--- src/rtl/dnaport_emu.sv ---
// Behavioural stand-in for the device-DNA serial port: loads a fixed ID on READ and shifts it out
// LSB-first on SHIFT, while tracking shift progress and flagging initiator protocol violations.
module dnaport_emu #(
  parameter logic [95:0] SIM_DNA = 96'h0,
  parameter int          WIDTH   = 96
) (
  input  logic       clk,
  input  logic       rst,
  input  logic       read_i,
  input  logic       shift_i,
  input  logic       din_i,
  output logic       dout_o,
  output logic       loaded_o,
  output logic       done_o,
  output logic [7:0] shift_count_o,
  output logic       protocol_err_o
);

  typedef enum logic [1:0] {
    ST_EMPTY = 2'd0,
    ST_READY = 2'd1,
    ST_DONE  = 2'd2
  } state_t;

  localparam logic [7:0] WIDTH_C = 8'(WIDTH);
  localparam logic [7:0] CNT_MAX = 8'hFF;

  // Handshake: none. read_i/shift_i are level commands sampled on every rising edge;
  // read_i wins over shift_i, and both low is an idle cycle that holds all state.

  state_t             state_q, state_d;
  logic [WIDTH-1:0]   sreg_q, sreg_d;
  logic [7:0]         count_q, count_d;
  logic               err_q, err_d;
  logic               do_shift;

  always_comb begin
    state_d  = state_q;
    sreg_d   = sreg_q;
    count_d  = count_q;
    err_d    = err_q;
    do_shift = shift_i && !read_i;

    if (read_i) begin
      sreg_d  = SIM_DNA[WIDTH-1:0];
      count_d = 8'd0;
      state_d = ST_READY;
      if (shift_i) begin
        err_d = 1'b1;
      end
    end else if (do_shift) begin
      sreg_d = {din_i, sreg_q[WIDTH-1:1]};
      if (count_q != CNT_MAX) begin
        count_d = count_q + 8'd1;
      end
      // Shifting an unloaded register is legal for the data path but a protocol error.
      case (state_q)
        ST_EMPTY: err_d = 1'b1;
        ST_READY: if (count_q + 8'd1 == WIDTH_C) state_d = ST_DONE;
        default:  state_d = state_q;
      endcase
    end
  end

  always_ff @(posedge clk) begin
    if (rst) begin
      state_q <= ST_EMPTY;
      sreg_q  <= '0;
      count_q <= 8'd0;
      err_q   <= 1'b0;
    end else begin
      state_q <= state_d;
      sreg_q  <= sreg_d;
      count_q <= count_d;
      err_q   <= err_d;
    end
  end

  assign dout_o         = sreg_q[0];
  assign loaded_o       = (state_q != ST_EMPTY);
  assign done_o         = (state_q == ST_DONE);
  assign shift_count_o  = count_q;
  assign protocol_err_o = err_q;

endmodule

--- config.mk ---
export PLATFORM = sky130hd
export DESIGN_NAME = dnaport_emu
export DESIGN_NICKNAME = d
export VERILOG_FILES = /design/src/rtl/dnaport_emu.sv
export SDC_FILE = /design/constraint.sdc
export NUM_CORES = 1
export LEC_CHECK = 0
export CELL_PAD_IN_SITES_DETAIL_PLACEMENT = 1
export CELL_PAD_IN_SITES_GLOBAL_PLACEMENT = 2
export CORE_MARGIN = 10
export CORE_UTILIZATION = 40
export DETAILED_ROUTE_END_ITERATION = 8
export GPL_TIMING_DRIVEN = 0
export PLACE_DENSITY_LB_ADDON = 0.1
export SETUP_SLACK_MARGIN = 0.02
export SLEW_MARGIN = 20
export SYNTH_ARGS = -nofsm -noshare
export SYNTH_HDL_FRONTEND = slang
export SYNTH_SLANG_ARGS = --single-unit
--- constraint.sdc ---
create_clock -name clk -period 3.4 [get_ports clk]
set_clock_uncertainty 0.05 [all_clocks]
set_input_delay 0.68 -clock clk [delete_from_list [all_inputs] [get_ports clk]]
set_output_delay 0.68 -clock clk [all_outputs]
set_load 0.05 [all_outputs]
# Word-level counts from Yosys, hierarchy flattened
# Index checks and enable logic that the tools add are counted.
[classes] add_sub_neg=1 eq_ne=5 mux=8 n_reduce_logical=13
[op_table] operator="$reduce_bool 2->1" n=5
[op_table] operator="$reduce_and 3->1" n=3
[op_table] operator="$add 8x1->8 const B" n=1
[op_table] operator="$eq 8x7->1 const B" n=1
[op_table] operator="$mux 1" n=8
[op_table] operator="$ne 8x8->1 const B" n=1
[op_table] operator="$eq 2x1->1 const B" n=1
[op_table] operator="$eq 2x2->1 const B" n=1
[op_table] operator="$logic_not 2->1" n=1
[op_table] operator="$ne 2x1->1 const B" n=1
[op_table] operator="$reduce_and 2->1" n=1
[op_table] operator="$reduce_or 2->1" n=1
[op_table] operator="$logic_and 1x1->1" n=1
[op_table] operator="$logic_not 1->1" n=1
[totals] ff_bits=107 in_bits=5 wordCells=32

# Logic depth before layout (Yosys ltp)
[logic_depth] depth_word=6 ltp_mapped=5 mapped_depth_nobuf=5

# Worst setup path before layout
# No wires, ideal clock.
[synth_timing] path_kind="reg2reg" from="register count_q[0], in the netlist shift_count_o[0]" to="register count_q[1], in the netlist shift_count_o[1]" t_arrival_ns=1.936 setup_slack_ns=1.286 path_stages_with_launch=6 synth_period_minus_slack_ns=2.114 path_cell_list="dfxtp_1 ha_1 nand2_1 o311ai_4 mux2i_1 nor2_1"
[synth_via] elab_chain_cells=2
[synth_rtl] item="start, declared" line_no="33" source="logic [7:0] count_q, count_d;"
[synth_rtl] item="start signal, assigned" line_no="74" source="count_q <= count_d;"
[synth_rtl] item="branches (longest 2 deep; another with $add 8x1->8)"
# Parallel ways; which one is timed is not known.
# A chain may end at the register's enable or synchronous reset.

# Worst setup path after layout
[layout_timing] from="input port read_i" to="register sreg_q[38]"
[layout_via] elab_chain_cells=2
[layout_rtl] item="start, declared" line_no="9" source="input logic read_i,"
[layout_rtl] item="$logic_not 1->1" line_no="42" source="do_shift = shift_i && !read_i;"
[layout_rtl] item="$logic_and 1x1->1" line_no="42"
[layout_rtl] item="end signal, assigned" line_no="73" source="sreg_q <= sreg_d;"
[layout_rtl] item="end, declared" line_no="32" source="logic [WIDTH-1:0] sreg_q, sreg_d;"
# Several ways; a longest one is shown, not always the timed one.

==> flow_summary.toml <==
[cts]
cts_made_buffers = 9
insertion_delay_ns = 0.36
cts_hold_buf = 0
post_cts_resized = 0
post-cts-setup-buffers = 0
cts_root_buffer = "clkbuf_8"
htreeDepth = 3
tritoncts = "done"
clk_pin_slew_worst_paths_ns = 0.09
clockBufferDepth = 2
clkSinkCount = 107

[synth]
netlist-cell-type-count = 34
ys_seq_area_share_pct = 54.14
syn_inst = 382
ys_seq_elements = 107
syn_nets = 388
syn_area_per_cell_um2 = 10.36
synthesis.area_mm2 = 0.003956
yosysWarnings = 0

[global_route]
overflow = 0
grt_pass1_vias = 2562
grt_antenna_before_repair = 0
grt_usage_pct = 10.14
grt_first_pass_wirelength_um = 12030
grt_max_degree = 16

[timing]
fin_crit_ns = 2.466
grt_setup_unrepaired = "no"
max_slew_margin_pct = 55.45
tns_ns = 0
hold_viol = 0
setup_viol = 0
period_share_pct = 72.54
max_freq_mhz = 405.5
tightest_slew_ns = 0.6682
slew_violations = 0

[routing]
drt-initial-drc-count = 82
drcViolationCount = 0
vias = 2592
ant_nets = 0
wl_per_cell_um = 12.52
dr.pass1.iters = 5
routed_wl_um = 6813
viasPerCell = 4.765

[worst_setup_path]
worst_ep_required_time_ns = 3.59
crit_start = "read_i"
crit_arrival_ns = 2.66
crit_fanout = 10
cp-start-kind = "input port"
crit_top_cell = "clkbuf_1"
crit_path_end_kind = "register"
reg2reg_from = "shift_count_o[0]"
worstSetupPathType = "input port to register"
r2r_setup_slack_ns = 1.38
slowest_delay_ns = 0.56
cp_slowest_cell = "clkdlybuf4s50_1"
worstPathCellList = "clkdlybuf4s50_1, or2_2, clkbuf_1, clkbuf_1, buf_1, nor2_1"

[placed_design]
place_congestion = 0.6899
port_buffers = 15
dp_hpwl_um = 4681

[power]
power_density_mw_per_mm2 = 463.0
power_mw = 2.056
leakage_nw = 1.751
vdd_drop_max_mv = 0.2220

[die]
ioPinCount = 17
fp-row-count = 36
dieHeight_um = 119.5
dieArea_mm2 = 0.01427
die_x_um = 119.5
fp.coreArea_mm2 = 0.009684
initial_core_util_pct = 40.85

[layout]
drive_gt1_share_pct = 6.813
final_common_cell = "dfxtp_1"
antenna_cells = 0
final_cell_mix = "107 x dfxtp_1, 104 x nor2_1, 98 x mux2i_1"
area_growth_pct = 12.24
fin_nets = 414

[flow_run]
max-cap-violations = 0

[min_path]
worstHoldPathType = "register to register"
hp-start = "protocol_err_o"

[status]
status = "finished clean"
metrics by stage:
step / setup WS (ns) / hold slack (ns) / utilization, % / cells / cell area (um^2)
2_1_floorplan: 1.286 / 0.4101 / - / 382 / 3956
3_3_place_gp: 0.5464 / 0.4006 / 44.12 / 530 / 4273
3_5_place_dp: 0.5045 / 0.4132 / 44.12 / 530 / 4273
4_1_cts: 0.9048 / 0.4374 / 45.85 / 544 / 4441
5_1_grt: 0.7495 / 0.4604 / 45.85 / 544 / 4441
6_report: 0.9337 / 0.4280 / 45.85 / 544 / 4441
registers in the layout (all words and copies together) (netlist names):
name / cells
protocol_err_o: 1
sreg_q: 96
shift_count_o: 8
state_q: 2
synth_stat cells, drive strengths merged:
cell type / instances / area, um^2
inv: 3 / 11.26
o41ai: 1 / 8.760
nand3: 4 / 25.02
or2: 2 / 12.51
a2111oi: 1 / 27.53
a31o: 1 / 8.760
xor2: 1 / 8.760
nor3: 3 / 15.01
or4: 1 / 7.510
buf: 17 / 73.82
nor2b: 1 / 6.260
nand4: 1 / 6.260
and2: 1 / 6.260
or3: 3 / 25.03
clkbuf: 6 / 22.52
nor2: 104 / 390.4
mux2i: 98 / 980.9
a311oi: 1 / 8.760
a21oi: 5 / 25.02
dfxtp: 107 / 2142
nand2: 6 / 22.52
ha: 1 / 12.51
o21ai: 4 / 20.02
o31ai: 1 / 7.510
nand2b: 4 / 25.02
o22ai: 1 / 6.260
o211ai: 1 / 7.510
o311ai: 1 / 26.28
o32a: 1 / 10.01
and3: 1 / 6.260
power breakdown:
part           internal [mW]  leakage [nW]  switching (mW)
clock                  0.298        0.0843           0.393
sequential              1.25         0.862         0.00241
combinational         0.0402         0.805          0.0675
total                   1.59          1.75           0.463
critical path: cells and delay by family:
kind	cells	cell delay [ns]
and+or+nand+nor	2	0.24
buffers and inverters	4	1.73
cell families after synthesis:
logic type | share of synthesized area [%]
and+or+nand+nor | 13.85
DFF | 54.14
muxes | 24.79
buffers and inverters | 2.720
AOI/OAI and AO/OA | 3.954
xor gates and xnor gates | 0.2214
adders and majority gates | 0.3162
final timing paths:
kind                            to  cells past startpoint
setup / recovery        sreg_q[38]                      6
hold / removal      protocol_err_o                      2
setup reg to reg  shift_count_o[1]                      5
hold reg to reg     protocol_err_o                      2
final cells by class:
type | count | area, um^2
clock buffers | 12 | 155.1
flip-flops and latches | 107 | 2142
inverters | 3 | 11.26
well taps | 133 | 166.4
clock inverters | 2 | 12.51
plain buffers | 23 | 96.34
repair buffers | 15 | 150.1
fillers | 1099 | 5244
multi-input cells | 249 | 1707
routing by layer:
metal,share of wire [%],GRT usage [%],vias to the layer above,wire [um]
li1,-,-,1332,-
met1,47,11.69,1234,3203
met2,49,16.85,20,3356
met3,2.4,2.362,6,161
met4,1.4,5.882,0,92
met5,0,0,-,0
Note: power is estimated with default switching activity, not from simulation.
